## config.mk

```make
export PLATFORM = sky130hd
export DESIGN_NAME = control_sequencer_flat
export DESIGN_NICKNAME = d
export VERILOG_FILES = /design/src/rtl/control_sequencer_if.sv /design/src/rtl/control_sequencer.sv /design/src/flat_wrapper.sv
export SDC_FILE = /design/constraint.sdc
export NUM_CORES = 1
export LEC_CHECK = 0
export CORE_MARGIN = 2
export CORE_UTILIZATION = 55
export CTS_CLUSTER_DIAMETER = 50
export DETAILED_ROUTE_END_ITERATION = 10
export PLACE_DENSITY = 0.84
export SYNTH_ARGS = -nofsm -noshare
export SYNTH_HDL_FRONTEND = slang
export SYNTH_SLANG_ARGS = --single-unit
```

## constraint.sdc

```tcl
create_clock -name clock -period 5.2 [get_ports clock]
set_input_delay 0.52 -clock clock [delete_from_list [all_inputs] [get_ports clock]]
set_output_delay 0.52 -clock clock [all_outputs]
set_load 0.02 [all_outputs]
```

## src/rtl/control_sequencer_if.sv

```systemverilog
// Bus select encoding and the control interface between the microcode
// sequencer (master) and the 8-bit common-bus datapath (slave).

package control_sequencer_pkg;
  // Drivers that can own the shared data bus in a given cycle
  typedef enum logic [3:0] {
    ZERO      = 4'd0,
    PC_PLUS_4 = 4'd1,
    IR_R1     = 4'd2,
    IR_R2     = 4'd3,
    IR_RD     = 4'd4,
    RF        = 4'd5,
    ALU_BUS   = 4'd6,
    MEM_RD    = 4'd7,
    BR_TGT    = 4'd8
  } data_bus_t;

  localparam logic [1:0] OP_ARITH_R = 2'b00;
  localparam logic [1:0] OP_ARITH_I = 2'b01;
  localparam logic [1:0] OP_LOAD    = 2'b10;
  localparam logic [1:0] OP_BRANCH  = 2'b11;
endpackage

interface control_sequencer_if;
  logic                            run;
  logic [1:0]                      op_class;
  logic                            alu_zero;
  logic                            mem_ready;
  control_sequencer_pkg::data_bus_t data_bus_sel;
  logic                            pc_load_en;
  logic                            ir_load_en;
  logic                            rf_write_read;
  logic                            alu_src1_load_en;
  logic                            alu_src2_load_en;
  logic                            sel_field_load_en;
  logic                            mar_load_en;
  logic                            mem_req;
  logic                            mem_addr_sel;
  logic                            instr_done;
  logic                            fault;

  modport master (
    input  run, op_class, alu_zero, mem_ready,
    output data_bus_sel, pc_load_en, ir_load_en, rf_write_read,
           alu_src1_load_en, alu_src2_load_en, sel_field_load_en,
           mar_load_en, mem_req, mem_addr_sel, instr_done, fault
  );

  modport slave (
    output run, op_class, alu_zero, mem_ready,
    input  data_bus_sel, pc_load_en, ir_load_en, rf_write_read,
           alu_src1_load_en, alu_src2_load_en, sel_field_load_en,
           mar_load_en, mem_req, mem_addr_sel, instr_done, fault
  );
endinterface

```

## src/rtl/control_sequencer.sv

```systemverilog
// Microcode sequencer for the 8-bit common-bus datapath. Steps register
// arithmetic, immediate arithmetic, load and conditional branch
// instructions, with a timed-out variable-latency memory handshake that
// parks the machine in a sticky FAULT state.

module control_sequencer #(
  parameter int WAIT_LIMIT = 15,
  parameter int CNT_W      = (WAIT_LIMIT > 0) ? $clog2(WAIT_LIMIT + 1) : 1
) (
  input logic                 clock,
  input logic                 reset,
  control_sequencer_if.master bus
);
  import control_sequencer_pkg::*;

  typedef enum logic [3:0] {
    IDLE, FETCH, SEL_R1, RD_R1, SEL_R2, RD_R2, IMM, SEL_RD,
    WB, LD_ADDR, LD_MEM, BR_CHK, PC_INC, FAULT
  } state_t;

  state_t     state_q, state_d;
  logic [CNT_W-1:0] waitCnt_q, waitCnt_d;
  data_bus_t  busSel_q, busSel_d;
  logic       pcLoad_q, pcLoad_d;
  logic       rfWrite_q, rfWrite_d;
  logic       src1Load_q, src1Load_d;
  logic       src2Load_q, src2Load_d;
  logic       selLoad_q, selLoad_d;
  logic       marLoad_q, marLoad_d;
  logic       memReq_q, memReq_d;
  logic       memAddrSel_q, memAddrSel_d;
  logic       instrDone_q, instrDone_d;
  logic       fault_q, fault_d;
  logic       memWait, timeout, brTaken;

  // Next state, wait counter and the Moore outputs of the state being entered
  always_comb begin
    state_d      = state_q;
    waitCnt_d    = '0;
    busSel_d     = ZERO;
    pcLoad_d     = 1'b0;
    rfWrite_d    = 1'b0;
    src1Load_d   = 1'b0;
    src2Load_d   = 1'b0;
    selLoad_d    = 1'b0;
    marLoad_d    = 1'b0;
    memReq_d     = 1'b0;
    memAddrSel_d = 1'b0;
    instrDone_d  = 1'b0;
    fault_d      = 1'b0;

    memWait = ((state_q == FETCH) || (state_q == LD_MEM)) && !bus.mem_ready;
    timeout = memWait && (WAIT_LIMIT > 0) && (waitCnt_q == CNT_W'(WAIT_LIMIT));
    if (memWait) waitCnt_d = waitCnt_q + CNT_W'(1);

    case (state_q)
      IDLE:    if (bus.run) state_d = FETCH;
      FETCH:   if (bus.mem_ready) state_d = SEL_R1;
               else if (timeout) state_d = FAULT;
      SEL_R1:  state_d = (bus.op_class == OP_LOAD) ? LD_ADDR : RD_R1;
      RD_R1:   state_d = (bus.op_class == OP_ARITH_I) ? IMM : SEL_R2;
      SEL_R2:  state_d = RD_R2;
      RD_R2:   state_d = (bus.op_class == OP_BRANCH) ? BR_CHK : SEL_RD;
      IMM:     state_d = SEL_RD;
      SEL_RD:  state_d = (bus.op_class == OP_LOAD) ? LD_MEM : WB;
      WB:      state_d = PC_INC;
      LD_ADDR: state_d = SEL_RD;
      LD_MEM:  if (bus.mem_ready) state_d = PC_INC;
               else if (timeout) state_d = FAULT;
      BR_CHK:  if (bus.alu_zero) state_d = bus.run ? FETCH : IDLE;
               else state_d = PC_INC;
      PC_INC:  state_d = bus.run ? FETCH : IDLE;
      FAULT:   state_d = FAULT;
      default: state_d = IDLE;
    endcase

    case (state_d)
      FETCH:   begin busSel_d = MEM_RD; memReq_d = 1'b1; end
      SEL_R1:  begin busSel_d = IR_R1; selLoad_d = 1'b1; end
      RD_R1:   begin busSel_d = RF; src1Load_d = 1'b1; end
      SEL_R2:  begin busSel_d = IR_R2; selLoad_d = 1'b1; end
      RD_R2:   begin busSel_d = RF; src2Load_d = 1'b1; end
      IMM:     begin busSel_d = IR_R2; src2Load_d = 1'b1; end
      SEL_RD:  begin busSel_d = IR_RD; selLoad_d = 1'b1; end
      WB:      begin busSel_d = ALU_BUS; rfWrite_d = 1'b1; end
      LD_ADDR: begin busSel_d = RF; marLoad_d = 1'b1; end
      LD_MEM:  begin busSel_d = MEM_RD; memReq_d = 1'b1; memAddrSel_d = 1'b1; end
      PC_INC:  begin busSel_d = PC_PLUS_4; pcLoad_d = 1'b1; instrDone_d = 1'b1; end
      FAULT:   fault_d = 1'b1;
      default: ;
    endcase
  end

  // State, wait counter and registered outputs; reset aborts any instruction at once
  always_ff @(posedge clock or posedge reset) begin
    if (reset) begin
      state_q      <= IDLE;
      waitCnt_q    <= '0;
      busSel_q     <= ZERO;
      pcLoad_q     <= 1'b0;
      rfWrite_q    <= 1'b0;
      src1Load_q   <= 1'b0;
      src2Load_q   <= 1'b0;
      selLoad_q    <= 1'b0;
      marLoad_q    <= 1'b0;
      memReq_q     <= 1'b0;
      memAddrSel_q <= 1'b0;
      instrDone_q  <= 1'b0;
      fault_q      <= 1'b0;
    end else begin
      state_q      <= state_d;
      waitCnt_q    <= waitCnt_d;
      busSel_q     <= busSel_d;
      pcLoad_q     <= pcLoad_d;
      rfWrite_q    <= rfWrite_d;
      src1Load_q   <= src1Load_d;
      src2Load_q   <= src2Load_d;
      selLoad_q    <= selLoad_d;
      marLoad_q    <= marLoad_d;
      memReq_q     <= memReq_d;
      memAddrSel_q <= memAddrSel_d;
      instrDone_q  <= instrDone_d;
      fault_q      <= fault_d;
    end
  end

  // A taken branch retires inside BR_CHK because alu_zero is only valid there;
  // IR and RF loads from memory follow mem_ready in the same cycle.
  assign brTaken               = (state_q == BR_CHK) && bus.alu_zero;
  assign bus.data_bus_sel      = brTaken ? BR_TGT : busSel_q;
  assign bus.pc_load_en        = pcLoad_q | brTaken;
  assign bus.instr_done        = instrDone_q | brTaken;
  assign bus.ir_load_en        = (state_q == FETCH) && bus.mem_ready;
  assign bus.rf_write_read     = rfWrite_q | ((state_q == LD_MEM) && bus.mem_ready);
  assign bus.alu_src1_load_en  = src1Load_q;
  assign bus.alu_src2_load_en  = src2Load_q;
  assign bus.sel_field_load_en = selLoad_q;
  assign bus.mar_load_en       = marLoad_q;
  assign bus.mem_req           = memReq_q;
  assign bus.mem_addr_sel      = memAddrSel_q;
  assign bus.fault             = fault_q;

endmodule
```

## src/flat_wrapper.sv

```systemverilog
// flat-port wrapper written by rule: the top's interface ports become plain ports
module control_sequencer_flat import control_sequencer_pkg::*;
#(
  parameter int WAIT_LIMIT = 15,
  parameter int CNT_W      = (WAIT_LIMIT > 0) ? $clog2(WAIT_LIMIT + 1) : 1
)
  (clock, reset, bus_run, bus_op_class, bus_alu_zero, bus_mem_ready, bus_data_bus_sel, bus_pc_load_en, bus_ir_load_en, bus_rf_write_read, bus_alu_src1_load_en, bus_alu_src2_load_en, bus_sel_field_load_en, bus_mar_load_en, bus_mem_req, bus_mem_addr_sel, bus_instr_done, bus_fault);
  control_sequencer_if bus_i ();
  input logic clock;
  input logic reset;
  input wire logic [$bits(bus_i.run)-1:0] bus_run;
  input wire logic [$bits(bus_i.op_class)-1:0] bus_op_class;
  input wire logic [$bits(bus_i.alu_zero)-1:0] bus_alu_zero;
  input wire logic [$bits(bus_i.mem_ready)-1:0] bus_mem_ready;
  output wire logic [$bits(bus_i.data_bus_sel)-1:0] bus_data_bus_sel;
  output wire logic [$bits(bus_i.pc_load_en)-1:0] bus_pc_load_en;
  output wire logic [$bits(bus_i.ir_load_en)-1:0] bus_ir_load_en;
  output wire logic [$bits(bus_i.rf_write_read)-1:0] bus_rf_write_read;
  output wire logic [$bits(bus_i.alu_src1_load_en)-1:0] bus_alu_src1_load_en;
  output wire logic [$bits(bus_i.alu_src2_load_en)-1:0] bus_alu_src2_load_en;
  output wire logic [$bits(bus_i.sel_field_load_en)-1:0] bus_sel_field_load_en;
  output wire logic [$bits(bus_i.mar_load_en)-1:0] bus_mar_load_en;
  output wire logic [$bits(bus_i.mem_req)-1:0] bus_mem_req;
  output wire logic [$bits(bus_i.mem_addr_sel)-1:0] bus_mem_addr_sel;
  output wire logic [$bits(bus_i.instr_done)-1:0] bus_instr_done;
  output wire logic [$bits(bus_i.fault)-1:0] bus_fault;
  assign bus_i.run = bus_run;
  assign bus_i.op_class = bus_op_class;
  assign bus_i.alu_zero = bus_alu_zero;
  assign bus_i.mem_ready = bus_mem_ready;
  assign bus_data_bus_sel = bus_i.data_bus_sel;
  assign bus_pc_load_en = bus_i.pc_load_en;
  assign bus_ir_load_en = bus_i.ir_load_en;
  assign bus_rf_write_read = bus_i.rf_write_read;
  assign bus_alu_src1_load_en = bus_i.alu_src1_load_en;
  assign bus_alu_src2_load_en = bus_i.alu_src2_load_en;
  assign bus_sel_field_load_en = bus_i.sel_field_load_en;
  assign bus_mar_load_en = bus_i.mar_load_en;
  assign bus_mem_req = bus_i.mem_req;
  assign bus_mem_addr_sel = bus_i.mem_addr_sel;
  assign bus_instr_done = bus_i.instr_done;
  assign bus_fault = bus_i.fault;
  control_sequencer #(.WAIT_LIMIT(WAIT_LIMIT), .CNT_W(CNT_W)) u_core (.clock(clock), .reset(reset), .bus(bus_i));
endmodule
```

==> summary.md, run 1 <==
| Metric | Value |
|---|---|
| IO Count | 22 |
| Initial DRC count | 43 |
| Final setup viols | 0 |
| Reg2Reg Setup Slack | 2.89 ns |
| Worst reg-to-reg path cell count | 6 |
| Root Buffer | clkbuf_4 |
| Latest clock arrival within the worst-skew pair | 0.31 ns |
| Slew Limit Fails | 0 |
| Status | completed |
| Buffers on Ports | 21 |
| Layout cells sized above 1 | 7.53% |
| Nets@finish | 155 |
| CP Class | reg -> out |
| Post-Layout Inst Area | 1410 µm² |
| Yosys cell types | 46 |
| Pre-CTS setup slack | 2.63 ns |
| Fillers | 138 |
| Crit Path Max Fanout | 19 |
| TritonCTS Buffers | 3 |
| Async S/R FF share, synth | 100% |
| Worst slew pin tran | 0.743 ns |
| GP Congestion | 0.847 |
| CP Launch Type | register |
| Seq cells post-synth | 20 |
| Tcrit/Tclk final | 57.0% |
| Fraction of the yosys area taken by sequential cells | 42.9% |
| CP endpoint kind | output port |
| Fin worst setup slack | 2.24 ns |
| Most common cell after layout, fill and taps aside | clkdlybuf4s50_1 |
| Post_cts resized | 0 |
| Final Critical Period | 2.96 ns |
| Setup TNS | 0 ns |
| Leakage | 0.642 nW |
| Post-synth EDFFs | 0 |
| Max-Cap Viols | 0 |
| GR Overflow Total | 0 |
| Final setup skew | 0.0108 ns |
| Worst Setup EP | bus_data_bus_sel[2] |
| Initial antenna violation count | 0 |
| Syn_nets | 138 |
| GRT Util Overall | 21.7% |
| R2r endpoint | u_core.busSel_q[0]$_DFF_PP0_ |
| CTS Hold Bufs | 0 |
| Final wirelength | 2410 µm |
| H-tree Lvls | 1 |
| Largest net degree at the start of global routing | 21 |
| Seq. cell area | 500 µm² |
| Num rows | 16 |
| Clock net sink count | 20 |
| Placed inst area | 1360 µm² |
| Ys flop type | dfrtp_1 |
| Worst Setup SP | u_core.state_q[3]$_DFF_PP0_ |
| CTS tree | done |
| Post-CTS Setup Repair Bufs | 0 |
| Cell Pwr Density | 621 nW/µm² |
| Highest clock rate | ~340 MHz |
| Pre-antenna DRT Iters | 4 |
| Die Height | 50.1 µm |
| Most frequent cells in the layout | 21 x clkdlybuf4s50_1, 20 x dfrtp_1, 15 x nor2_1 |
| Die area | roughly 2500 µm² |
| WP data required | 4.68 ns |
| Cell count after synthesis | 130 |
| Vias in the first global route | 935 |
| Longest Clk Path Bufs | 2 |
| Via count | 987 |
| Avg Cell Area, Syn | 8.98 µm² |
| Die Span X | 50.1 µm |
| N_diodes | 0 |
| Vias per inst | 5.71 |
| Dpl hpwl | 1720 µm |
| Routed wire per std cell | 13.9 µm |
| RSZ-0062 raised after global routing | no |
| Worst VDD drop | 0.477 mV |
| Worst-path clk slew | 0.11 ns |
| Final Power | 0.875 mW |
| Core ar. | ~2000 µm² |
| Final Hold Viols | 0 |
| Global-route wire length before repair | 4080 µm |
| Post-route DRC | 0 |
| Largest regs | u_core.state_q: 4 flops, u_core.waitCnt_q: 4 flops, u_core.busSel_q: 3 flops |
| Hold Crit Class | reg -> reg |
| Multi-input gate area | about 590 µm² |
| Reg-to-reg startpoint | u_core.state_q[0]$_DFF_PP0_ |
| Crit path arrival time | 2.44 ns |
| Post-Syn Area | around 1200 µm² |
| Routed Antenna Nets | 0 |
| Warnings from Yosys | 0 |
| Area Growth Syn to Fin | 20.8% |
| Initial core utilization | between 50% and 60% |
| Slew margin rel. | between 50% and 60% |
## critical path: stages (launching register included)
cell and delay (ns):
dfrtp_1 0.71, nor2b_1 0.40, nand4_1 0.24, and2_1 0.24, clkdlybuf4s50_1 0.55
## cell families (layout without fill, tap and decap cells)
| kind of cell | Yosys count | count (layout) | share of synthesized area [%] |
|---|---|---|---|
| buffers and inverters | 16 | 32 | 6.86 |
| and+or+nand+nor | 63 | 63 | 29.5 |
| AOI/OAI and AO/OA | 26 | 26 | 16.6 |
| DFF | 20 | 20 | 42.9 |
| xor gates and xnor gates | 3 | 3 | 2.25 |
| adders and majority gates | 1 | 1 | 1.07 |
| muxes | 1 | 1 | 0.857 |
## metal layers
metal	part of all wire, %	vias to the layer above	wire, µm	track usage (%)
met2	47	37	1120	34.9
met5	0	-	0	0
met4	1.4	0	34	9.26
li1	-	482	-	-
met1	46	465	1120	28.3
met3	5.5	3	132	4.24
## where the power goes
part           internal (mW)  switching, mW  total [mW]
Clock                 0.0781         0.0500       0.128
Sequential             0.206         0.0738       0.280
Combinational          0.212          0.255       0.467
## metrics by stage
stage / cells / hold slack [ns] / util, %
3_5_place_dp: 169 / 0.457 / 68.5
2_1_floorplan: 130 / 0.433 / -
4_1_cts: 173 / 0.473 / 71.1
6_report: 173 / 0.470 / 71.1
5_1_grt: 173 / 0.515 / 71.1
3_3_place_gp: 169 / 0.446 / 68.5
## synthesized netlist by cell type (2+ instances only)
library cell / number / area, µm²
buf_4: 4 / 30.0
nand3b_1: 3 / 22.5
nand2_1: 10 / 37.5
nor3_1: 4 / 20.0
inv_1: 6 / 22.5
and2_1: 4 / 25.0
nor2b_1: 6 / 37.5
o221ai_1: 2 / 17.5
and3_1: 3 / 18.8
nor2_1: 15 / 56.3
o21ai_1: 2 / 10.0
dfrtp_1: 20 / 500
buf_2: 4 / 20.0
nand2b_1: 4 / 25.0
xnor2_1: 2 / 17.5
a21oi_1: 7 / 35.0
nand3_1: 5 / 25.0
## area by class of cell
class | count | share of cell area, %
Clock buffer | 3 | 1.60
Multi-Input combinational cell | 94 | 41.6
Timing Repair Buffer | 21 | 14.9
Tap cell | 27 | 2.40
Inverter | 7 | 1.86
Sequential cell | 20 | 35.5
Clock inverter | 1 | 2.13
## worst min-delay path by stage
stage,startpoint,to,cells past startpoint
after floorplan,u_core.waitCnt_q[0]$_DFF_PP0_,u_core.waitCnt_q[0]$_DFF_PP0_,1
after global placement,u_core.waitCnt_q[0]$_DFF_PP0_,u_core.waitCnt_q[0]$_DFF_PP0_,1
after detailed placement,u_core.waitCnt_q[0]$_DFF_PP0_,u_core.waitCnt_q[0]$_DFF_PP0_,1
after CTS,u_core.waitCnt_q[0]$_DFF_PP0_,u_core.waitCnt_q[0]$_DFF_PP0_,1
after global routing,u_core.waitCnt_q[0]$_DFF_PP0_,u_core.waitCnt_q[0]$_DFF_PP0_,1
final,u_core.waitCnt_q[0]$_DFF_PP0_,u_core.waitCnt_q[0]$_DFF_PP0_,1
Power figures use the tool's default switching activity.
==> inputs of run 2 (changes only) <==
--- a/config.mk
+++ b/config.mk
@@ -6,10 +6,10 @@
 export NUM_CORES = 1
 export LEC_CHECK = 0
 export CORE_MARGIN = 2
-export CORE_UTILIZATION = 55
+export CORE_UTILIZATION = 51
 export CTS_CLUSTER_DIAMETER = 50
 export DETAILED_ROUTE_END_ITERATION = 10
-export PLACE_DENSITY = 0.84
+export PLACE_DENSITY = 0.78
 export SYNTH_ARGS = -nofsm -noshare
 export SYNTH_HDL_FRONTEND = slang
 export SYNTH_SLANG_ARGS = --single-unit
==> constraint.sdc (replaced) <==
create_clock -name clock -period 2.9 [get_ports clock]
set_input_delay 0.29 -clock clock [delete_from_list [all_inputs] [get_ports clock]]
set_output_delay 0.29 -clock clock [all_outputs]
set_load 0.02 [all_outputs]
==> summary.md, run 2 (synthesis results as in run 1) <==
| Metric | Value |
|---|---|
| TritonCTS Buffers | 3 (unchanged) |
| Die Height | 51.8 µm (+3.5%) |
| Initial DRC count | 39 (-9.3%) |
| Root Buffer | clkbuf_4 |
| Routed Antenna Nets | 0 (unchanged) |
| Met1 Usage GRT | 28.3% (about the same) |
| Met2 Use GR | 36.7% (+1.8 points) |
| Area Growth Syn to Fin | 21.5% |
| Via count | 1,024 (+3.7%) |
| Die area | 2690 µm² (+7.2%) |
| Utilization after layout | 64.8% (-6.4 points) |
| Most frequent cells in the layout | 21 x clkdlybuf4s50_1, 20 x dfrtp_1, 15 x nor2_1 |
| Pre-antenna DRT Iters | 4 (unchanged) |
| Buffers on Ports | 21 (unchanged) |
| Fin worst setup slack | 0.253 ns (-1.98 ns) |
| Cell Pwr Density | 1120 nW/µm² (+80%) |
| Most common cell after layout, fill and taps aside | clkdlybuf4s50_1 |
| Dpl hpwl | 1840 µm (+7.3%) |
| GRT Util Overall | 21.9% (+0.22 points) |
| Latest clock arrival within the worst-skew pair | 0.30 ns (about the same) |
| Die Span X | 51.8 µm (+3.5%) |
| Fillers | 174 (+26%) |
| CP endpoint kind | output port |
| Largest net degree at the start of global routing | 21 (unchanged) |
| Setup TNS | 0 ns (unchanged) |
| Final Power | 1.58 mW (+81%) |
| Post-route DRC | 0 (unchanged) |
| Slew Limit Fails | 0 (unchanged) |
| CP Class | reg -> out |
| Layout cells sized above 1 | 8.16% (+0.63 points) |
| Initial core utilization | 53.3% (-5.6 points) |
| Final wirelength | 2540 µm (+5.3%) |
| Post_cts resized | 0 (unchanged) |
| Crit path arrival time | 2.36 ns (-0.08 ns) |
| Num rows | 17 (+1) |
| GR peak layer | met2 |
| Sw power | 0.688 mW (+82%) |
| Worst VDD drop | 0.723 mV (+51%) |
| Clock net sink count | 20 (unchanged) |
| Crit Path Max Fanout | 17 (-2) |
| Int Power | 0.896 mW (+80%) |
| Seq. cell area | 500 µm² (unchanged) |
| Longest Clk Path Bufs | 2 (unchanged) |
| CTS tree | done |
| Gate power share | 55.3% (+1.9 points) |
| Core ar. | 2190 µm² (+11%) |
| Final setup skew | 0.0126 ns (+0.00175 ns) |
| Worst-path clk slew | 0.12 ns (about the same) |
| Met3 Usage GRT | 3.45% (-0.79 points) |
| Net Sw Frac | 43.4% (+0.17 points) |
| RSZ-0062 raised after global routing | no |
| WP data required | 2.61 ns (-2.07 ns) |
| H-tree Lvls | 1 (unchanged) |
| Routed wire per std cell | 14.5 µm (+4.1%) |
| Final Critical Period | between 2 and 3 ns |
| Worst slew pin tran | 0.715 ns (-0.0288 ns) |
| Final setup viols | 0 (unchanged) |
| Final Hold Viols | 0 (unchanged) |
| Vias per inst | 5.85 (+2.6%) |
| IO Count | 22 (unchanged) |
| Hold_ws | 0.390 ns (-0.0799 ns) |
| Worst Setup SP | u_core.state_q[2]$_DFF_PP0_ |
| Nets@finish | 156 (+0.65%) |
| Reg-to-reg startpoint | u_core.state_q[0]$_DFF_PP0_ |
| Largest regs | u_core.state_q: 4 flops, u_core.waitCnt_q: 4 flops, u_core.busSel_q: 3 flops |
| GR Overflow Total | 0 (unchanged) |
| Hold Crit Class | in -> async |
| Initial antenna violation count | 0 (unchanged) |
| Post-CTS Setup Repair Bufs | 0 (unchanged) |
| CP Launch Type | register |
| Slew margin rel. | 52.3% (+1.9 points) |
| Status | completed |
| Multi-input gate area | 587 µm² (unchanged) |
| Global-route wire length before repair | 4400 µm (+8.0%) |
| Highest clock rate | 378 MHz |
| GP Congestion | 0.900 (+6.2%) |
| CTS Hold Bufs | 0 (unchanged) |
| Max-Cap Viols | 0 (unchanged) |
| Tcrit/Tclk final | 91.3% |
| Vias in the first global route | 959 (+2.6%) |
| Clk network pwr share | 14.3% (-0.3 points) |
| Flop pwr share | 30.5% (-1.5 points) |
| N_diodes | 0 (unchanged) |
| Leakage | 0.648 nW (+0.81%) |
| Pre-CTS setup slack | 0.523 ns (-2.10 ns) |
[run 2: worst paths after layout]
| kind | depth (start not counted) | end | slack, ns |
|---|---|---|---|
| setup / recovery | 4 | bus_instr_done | 0.25 |
| hold / removal | 2 | u_core.busSel_q[1]$_DFF_PP0_ | 0.39 |
| setup reg to reg | 6 | u_core.busSel_q[0]$_DFF_PP0_ | 0.54 |
| hold reg to reg | 1 | u_core.waitCnt_q[0]$_DFF_PP0_ | 0.48 |
| max in group asynchronous | 2 | u_core.waitCnt_q[2]$_DFF_PP0_ | 2.05 |
| min in group clock | 1 | u_core.waitCnt_q[0]$_DFF_PP0_ | 0.48 |
[run 2: area by class of cell]
class	instances	area share, %
clock buffer	3	1.59
inverter	7	1.85
multi-input combinational	94	41.4
timing repair buffer	22	15.3
clock inverter	1	2.12
sequential	20	35.3
tap	28	2.47
[run 2: critical path, stage by stage (launching register included)]
cell	delay, ns
dfrtp_1	0.58
nor2b_1	0.41
nand4_1	0.25
nand2b_1	0.18
clkdlybuf4s50_1	0.62
[run 2: through the flow]
| step | instances | instance area, µm² |
|---|---|---|
| after global routing | 175 | 1420 |
| after global placement | 171 | 1370 |
| after detailed placement | 171 | 1370 |
| after floorplan | 130 | 1170 |
| final | 175 | 1420 |
| after CTS | 175 | 1420 |
[run 2: power by group through the flow]
stage	sequential [mW]	combinational (mW)	clock (mW)
5_1_grt	0.497	0.971	0.247
3_3_place_gp	0.482	0.851	0
3_5_place_dp	0.487	0.864	0
2_1_floorplan	0.446	0.661	0
4_1_cts	0.479	0.875	0.232
6_report	0.483	0.875	0.226
[run 2: metal layers]
layer / vias up / wire length (µm)
met3: 2 / 122
met5: - / 0
met2: 36 / 1300
met1: 501 / 1100
li1: 485 / -
met4: 0 / 14
